## config.mk

```make
export PLATFORM = sky130hd
export DESIGN_NAME = approx_mult_stream
export DESIGN_NICKNAME = d
export VERILOG_FILES = /design/src/rtl/approx_mult_stream.sv
export SDC_FILE = /design/constraint.sdc
export NUM_CORES = 1
export LEC_CHECK = 0
export ABC_AREA = 1
export ABC_CLOCK_PERIOD_IN_PS = 11900
export BUFFER_PORTS_ARGS = -buffer_cell sky130_fd_sc_hd__buf_2
export CORE_UTILIZATION = 50
export DETAILED_ROUTE_END_ITERATION = 6
export GPL_TIMING_DRIVEN = 0
export HOLD_SLACK_MARGIN = 0.06
export PLACE_DENSITY_LB_ADDON = 0.25
export SYNTH_ARGS = -nofsm -noshare
export SYNTH_HDL_FRONTEND = slang
export SYNTH_SLANG_ARGS = --single-unit
```

## constraint.sdc

```tcl
create_clock -name clk -period 11.9 [get_ports clk]
set_clock_uncertainty 0.2 [all_clocks]
set_input_delay 0.595 -clock clk [delete_from_list [all_inputs] [get_ports clk]]
set_output_delay 0.595 -clock clk [all_outputs]
set_load 0.05 [all_outputs]
```

## src/rtl/approx_mult_stream.sv

```systemverilog
// approx_mult_stream: pipelined valid/ready approximate multiplier with per-frame error statistics
module approx_mult_stream #(
    parameter int WIDTH     = 8,
    parameter int APPROX_K  = 8,
    parameter int FRAME_LEN = 65536,
    parameter int CNT_W     = 16,
    parameter int ERR_W     = 32
) (
    input  logic                 clk,
    input  logic                 rst_n,
    input  logic                 in_valid,
    output logic                 in_ready,
    input  logic [WIDTH-1:0]     in_a,
    input  logic [WIDTH-1:0]     in_b,
    input  logic [1:0]           in_mode,
    output logic                 out_valid,
    input  logic                 out_ready,
    output logic [2*WIDTH-1:0]   out_p,
    output logic [2*WIDTH-1:0]   out_err,
    input  logic                 clear,
    output logic [CNT_W-1:0]     pix_count,
    output logic                 frame_done,
    output logic [ERR_W-1:0]     err_frame
);
    localparam int PW = 2 * WIDTH;
    localparam int SW = (ERR_W > PW ? ERR_W : PW) + 1;
    localparam logic [PW-1:0]    LOW_MASK = {PW{1'b1}} >> (PW - APPROX_K);
    localparam logic [CNT_W-1:0] LAST_CNT = CNT_W'(FRAME_LEN - 1);
    localparam logic [ERR_W-1:0] SUM_MAX  = '1;

    logic             s1_valid_q, s1_valid_d;
    logic [WIDTH-1:0] a_q, a_d, b_q, b_d;
    logic [1:0]       mode_q, mode_d;
    logic             s2_valid_q, s2_valid_d;
    logic [PW-1:0]    p_q, p_d, err_q, err_d;
    logic [CNT_W-1:0] pix_count_q, pix_count_d;
    logic [ERR_W-1:0] err_sum_q, err_sum_d, err_frame_q, err_frame_d, sum_sat;
    logic             frame_done_q, frame_done_d;
    logic [PW-1:0]    pp, exact, hi, lo, mode_p;
    logic [SW-1:0]    sum_add;
    logic             s1_load, s2_load, in_fire, out_fire, last;

    // Partial products split at column APPROX_K: high parts summed exactly, low parts ORed.
    always_comb begin
        pp    = '0;
        exact = '0;
        hi    = '0;
        lo    = '0;
        for (int i = 0; i < WIDTH; i++) begin
            pp    = b_q[i] ? PW'(a_q) << i : '0;
            exact = exact + pp;
            hi    = hi + (pp >> APPROX_K);
            lo    = lo | (pp & LOW_MASK);
        end
        mode_p = mode_q == 2'd1 ? (hi << APPROX_K) | lo :
                 mode_q == 2'd2 ? hi << APPROX_K : exact;
    end

    // Handshake and pipeline advance: each stage loads when empty or when its content moves on.
    always_comb begin
        s2_load    = !s2_valid_q || out_ready;
        s1_load    = !s1_valid_q || s2_load;
        in_ready   = s1_load;
        in_fire    = in_valid && s1_load;
        out_fire   = s2_valid_q && out_ready;
        s1_valid_d = s1_load ? in_valid : s1_valid_q;
        a_d        = in_fire ? in_a : a_q;
        b_d        = in_fire ? in_b : b_q;
        mode_d     = in_fire ? in_mode : mode_q;
        s2_valid_d = s2_load ? s1_valid_q : s2_valid_q;
        p_d        = (s2_load && s1_valid_q) ? mode_p : p_q;
        err_d      = (s2_load && s1_valid_q) ? exact - mode_p : err_q;
    end

    // Frame statistics: clear overrides a coincident transfer and never completes a frame.
    always_comb begin
        sum_add      = SW'(err_sum_q) + SW'(err_q);
        sum_sat      = sum_add > SW'(SUM_MAX) ? SUM_MAX : sum_add[ERR_W-1:0];
        last         = pix_count_q == LAST_CNT;
        pix_count_d  = clear ? '0 : !out_fire ? pix_count_q : last ? '0 : pix_count_q + CNT_W'(1);
        err_sum_d    = clear ? '0 : !out_fire ? err_sum_q : last ? '0 : sum_sat;
        frame_done_d = !clear && out_fire && last;
        err_frame_d  = frame_done_d ? sum_sat : err_frame_q;
    end

    // State registers with synchronous active-low reset dropping all in-flight work.
    always_ff @(posedge clk) begin
        if (!rst_n) begin
            s1_valid_q   <= 1'b0;
            a_q          <= '0;
            b_q          <= '0;
            mode_q       <= '0;
            s2_valid_q   <= 1'b0;
            p_q          <= '0;
            err_q        <= '0;
            pix_count_q  <= '0;
            err_sum_q    <= '0;
            err_frame_q  <= '0;
            frame_done_q <= 1'b0;
        end else begin
            s1_valid_q   <= s1_valid_d;
            a_q          <= a_d;
            b_q          <= b_d;
            mode_q       <= mode_d;
            s2_valid_q   <= s2_valid_d;
            p_q          <= p_d;
            err_q        <= err_d;
            pix_count_q  <= pix_count_d;
            err_sum_q    <= err_sum_d;
            err_frame_q  <= err_frame_d;
            frame_done_q <= frame_done_d;
        end
    end

    assign out_valid  = s2_valid_q;
    assign out_p      = p_q;
    assign out_err    = err_q;
    assign pix_count  = pix_count_q;
    assign frame_done = frame_done_q;
    assign err_frame  = err_frame_q;
endmodule

```

# After elaboration in Yosys (flattened, before gate mapping)
# Index checks and enable logic that the tools add are counted.
# totals
inputBits	23
word_cells	65
output_inout_bits	83
regBits	133
# classes
n_mux	13
n_reduce_logical	11
order_cmp	1
addsub	17
n_eq_ne	3
bitwise	9
# op_table
cell	n
two-way mux 32 bit	2
OR 8 bit	7
two-way mux 16 bit	3
adder 32 x 16 -> 33 bit	1
greater-than comparator 33 x 32 -> 1 bit, second input constant	1
adder 15 x 15 -> 16 bit	1
adder 16 x 1 -> 16 bit, second input constant	1
== test 16 bit, second input constant	1
OR 16 x 8 -> 16 bit	1
subtractor 16 bit	1
adder 14 x 14 -> 15 bit	1
two-way mux 15 bit	1
adder 13 x 13 -> 14 bit	1
two-way mux 14 bit	1
adder 12 x 12 -> 13 bit	1
two-way mux 13 bit	1
adder 11 x 11 -> 12 bit	1
two-way mux 12 bit	1
adder 10 x 10 -> 11 bit	1
two-way mux 11 bit	1
adder 8 x 9 -> 10 bit	1
two-way mux 10 bit	1
two-way mux 9 bit	1
adder 7 x 7 -> 8 bit	1
14 further kinds	21

# Depth between registers and ports, before layout
# logic_depth
ltp_word	11
mapped_depth	33
depth_no_buf	32

# Worst setup path before layout
# No wires, ideal clock.
# synth_path
kind	reg2reg
from	reg b_q[7]
to	reg err_q[14], in the netlist out_err[14]
path_slack_ns	6.555
required_time_ns	11.591
arrival_ns	5.036
path_stages_with_launch	31
setup_time_ns	0.109
path_buffers	1
synth_period_minus_slack_ns	5.345
cell_sequence	dfxtp_1 -> clkbuf_1 -> nand2_1 -> fa_1 -> inv_1 -> fa_1 -> fa_1 -> inv_1 -> fa_1 -> inv_1 -> ha_1 -> nand2_1 -> nand2_1 -> inv_1 -> o21ai_1 -> xor2_1 -> o21ai_0 -> ha_1 -> nand2_1 -> nor2_1 -> nand3_1 -> nand4_1 -> nand3_1 -> nand2_1 -> nand2_1 -> nand2_1 -> nand2_1 -> nand3_1 -> nand3_1 -> nand2_1 -> inv_1
# synth_between
elab_chain_cells	5
elab_cells_between_ends	8
classes_between	3 x add/sub; 3 x mux; 2 x bitwise
# synth_rtl
item	line	text
from (decl)	32	logic [WIDTH-1:0] a_q, a_d, b_q, b_d;
from (signal assigned)	91	b_q <= '0;
from (signal assigned)	103	b_q <= b_d;
two-way mux 15 bit *	50	pp = b_q[i] ? PW'(a_q) << i : '0;
adder 15 x 15 -> 16 bit (tied with other cells)	51	exact = exact + pp;
two-way mux 16 bit / OR 16 x 8 -> 16 bit (equally long branches)	56, 55	
two-way mux 16 bit	55	mode_p = mode_q == 2'd1 ? (hi << APPROX_K) | lo :
subtractor 16 bit *	72	err_d = (s2_load && s1_valid_q) ? exact - mode_p : err_q;
to (signal assigned)	107	err_q <= err_d;
to (decl)	35	logic [PW-1:0] p_q, p_d, err_q, err_d;
# Mark *: on every way between the ends. The rest lies on a longest branch, timed or not.
# A chain may end at the register's enable or synchronous reset.

# Worst setup path in the final report
# layout_path
from	reg b_q[7]
to	reg err_q[15], in the netlist out_err[15]
# Same word-level chain as after synthesis.

==> qor.txt <==
R2R depth -> 31
Cell Area, Placed -> 0.0110 mm²
WP data arrival -> 6320 ps
io pins -> 106
final period utilization -> 52.2%
Die Wd -> 144 µm
Post-CTS Setup Bufs -> 0
max-cap viol count -> 0
Req. time, crit path -> 12,010 ps
Hold WC Path Type -> in2reg
f_max -> 161 MHz
post-route insts no fill -> 1,835
GR Overflow Total -> 0
dpl cells -> 1,803
share of cells above drive strength 1 -> 12.5%
Vias -> 9,602
DRC Markers -> 0
Longest Clk Path Bufs -> 2
Finished Cell Area -> 0.0116 mm²
ANT cells -> 0
RSZ-0062 raised after global routing -> false
CTS root buffer -> clkbuf_16
FF+latch count, synth -> 133
Rows -> 51
DR vias/cell -> 5.23
CP endpoint kind -> flip-flop
FILL cells -> 1,947
WHS Endpoint -> a_q[5]$_SDFFE_PN0P_
most frequent cells in the layout -> 331 x nand2_1, 228 x inv_1, 133 x dfxtp_1, 131 x nor2_1, 109 x buf_2
Total Wirelength -> 28,400 µm
Power Density -> 123 mW/mm²
# hold bufs at CTS -> 0
Max-slew headroom -> 55.2%
CORE AREA -> 0.0197 mm²
Main synth FF type -> dfxtp_1
most common cell after layout, fill and taps aside -> nand2_1
clock period minus worst slack -> 6210 ps
Mapped Nets -> 1,576
vias in the first global route -> 9,014
CTS tree -> built
largest net degree at the start of global routing -> 17
status -> complete, no violations
leading area contributor after synthesis -> dfxtp_1
worst hold start -> in_a[5]
Synth async-reset ratio -> 0%
DIE HEIGHT -> 144 µm
final core utilization -> 58.8%
Clock transition at path regs -> 60 ps
worst-path maximum fanout -> 9
die area -> 0.0208 mm²
Setup CP Type -> reg2reg
reg2reg end -> out_err[15]$_SDFFE_PN0P_
Clk Latency, worst-skew pair -> 440 ps
startpoint types -> flip-flop
synthesized cell area -> 0.0101 mm²
initial cell density of the core -> 51.4%
HPWL after detailed placement -> 22,300 µm
H-tree Lvls -> 4
share of Yosys cell area claimed by the top area cell type -> 26.4%
ranking of synthesized cells by area -> dfxtp_1 26%, nand2_1 12%, fa_1 9.9%
RePlAce Congestion -> 0.934
DRT iter0 DRCs -> 609
Pre-Repair DR Iteration Count -> 6
VDD IR max -> 0.0000915 V
CP max stage delay -> 560 ps
yosys warns -> 0
clock sink total -> 133
post-synthesis sequential area ratio -> 26.4%
initial antenna violation count -> 0
Synth cell types -> 51
Reg area -> 0.00266 mm²
Worst path most repeated cell -> nand2_1
Max stage delay cell, worst path -> fa_1
post-CTS sizing -> 0
Slew Viols, Final -> 0
setup TNS -> 0 ps
area of the multi-input gates -> 0.00627 mm²
first-pass GRT wire length -> 45,300 µm
number of cells produced by synthesis -> 1,433
Hold WS -> 222 ps
leakage power -> 0.00612 µW
Synth Area per Inst -> 7.05 µm²
WL/cell -> 15.5 µm
final hold violations -> 0
nets@finish -> 1,700
synth-to-layout area growth -> 14.5%
Antenna Violating Nets Remaining -> 0
Least-Margin Pin Slew -> 673 ps
reg2reg setup slack -> 5690 ps
Hold Crit Depth -> 3
Post-synth EDFFs -> 0
Num CTS Buffers -> 17
Worst R2R Start -> b_q[7]$_SDFFE_PN0P_
total global-route track usage -> 28.5%
Port Buffers -> 105
Final Setup Violations -> 0
## state kept, by name (all words and copies together) (netlist names), 2 cells and up
register	cells
err_frame	32
err_sum_q	32
out_err	16
out_p	16
pix_count	16
a_q	8
b_q	8
mode_q	2
## stage by stage
stage / worst slack [ps] / power, µW
5_1_grt: 5180 / 1490
3_3_place_gp: 5830 / 867
2_1_floorplan: 6550 / 776
3_5_place_dp: 5750 / 874
4_1_cts: 5740 / 1420
6_report: 5690 / 1420
## per-layer routing
metal  track usage [%]  vias to the layer above  wire length [µm]
li1                  -                     4824                 -
met1              39.2                     4469             13200
met2              45.3                      270             12700
met3              5.83                       39              1950
met4              7.28                        0               497
met5                 0                        -                 0
## cell usage after synthesis, types with 4 or more instances
master	n
nand3_1	42
xor2_1	25
nand3_2	12
fa_1	50
a31oi_1	7
o211ai_1	8
o21ai_0	81
o21a_1	6
nand4_1	23
nor2_2	8
nand2_1	331
xnor2_1	14
clkbuf_1	40
nor2_1	131
o21bai_1	27
inv_2	8
dfxtp_1	133
buf_6	8
inv_1	228
nor3_1	14
ha_1	70
buf_2	4
a21oi_1	100
o21ai_1	20
## how the worst max path moves through the flow
stage	to	cells after the start	from
after floorplan	out_err[14]$_SDFFE_PN0P_	30	b_q[7]$_SDFFE_PN0P_
after global placement	out_err[15]$_SDFFE_PN0P_	31	b_q[7]$_SDFFE_PN0P_
after detailed placement	out_err[15]$_SDFFE_PN0P_	31	b_q[7]$_SDFFE_PN0P_
after CTS	out_err[15]$_SDFFE_PN0P_	31	b_q[7]$_SDFFE_PN0P_
after global routing	out_err[15]$_SDFFE_PN0P_	31	b_q[7]$_SDFFE_PN0P_
final	out_err[15]$_SDFFE_PN0P_	31	b_q[7]$_SDFFE_PN0P_
## critical path, delay by kind of cell (launching register included)
family / cells / cell delay [ps]
AOI/OAI and AO/OA: 2 / 390
buffers and inverters: 6 / 730
xor gates and xnor gates: 1 / 170
adders and majority gates: 6 / 2780
DFF: 1 / 310
and+or+nand+nor: 16 / 1520
## final cells by class
type                       instances  share of cell area, %
multi-input combinational       1008                   54.2
sequential                       133                   23.0
inverter                         238                   7.73
timing repair buffer             105                   4.55
clock buffer                      17                   3.68
tap                              265                   2.87
buffer                            54                   2.38
clock inverter                    15                   1.55
## power by group
part / switching [µW] / internal (µW)
logic: 268 / 131
clock network: 246 / 301
registers: 13.9 / 461
## cell families (layout without fill, tap and decap cells)
logic type	count (synthesis)	in the layout	share of synthesized area (%)
buffers and inverters	292	429	11.6
and+or+nand+nor	584	584	25.2
AOI/OAI and AO/OA	265	265	14.9
adders and majority gates	120	120	18.6
DFF	133	133	26.4
xor gates and xnor gates	39	39	3.38
Power figures use the tool's default switching activity.
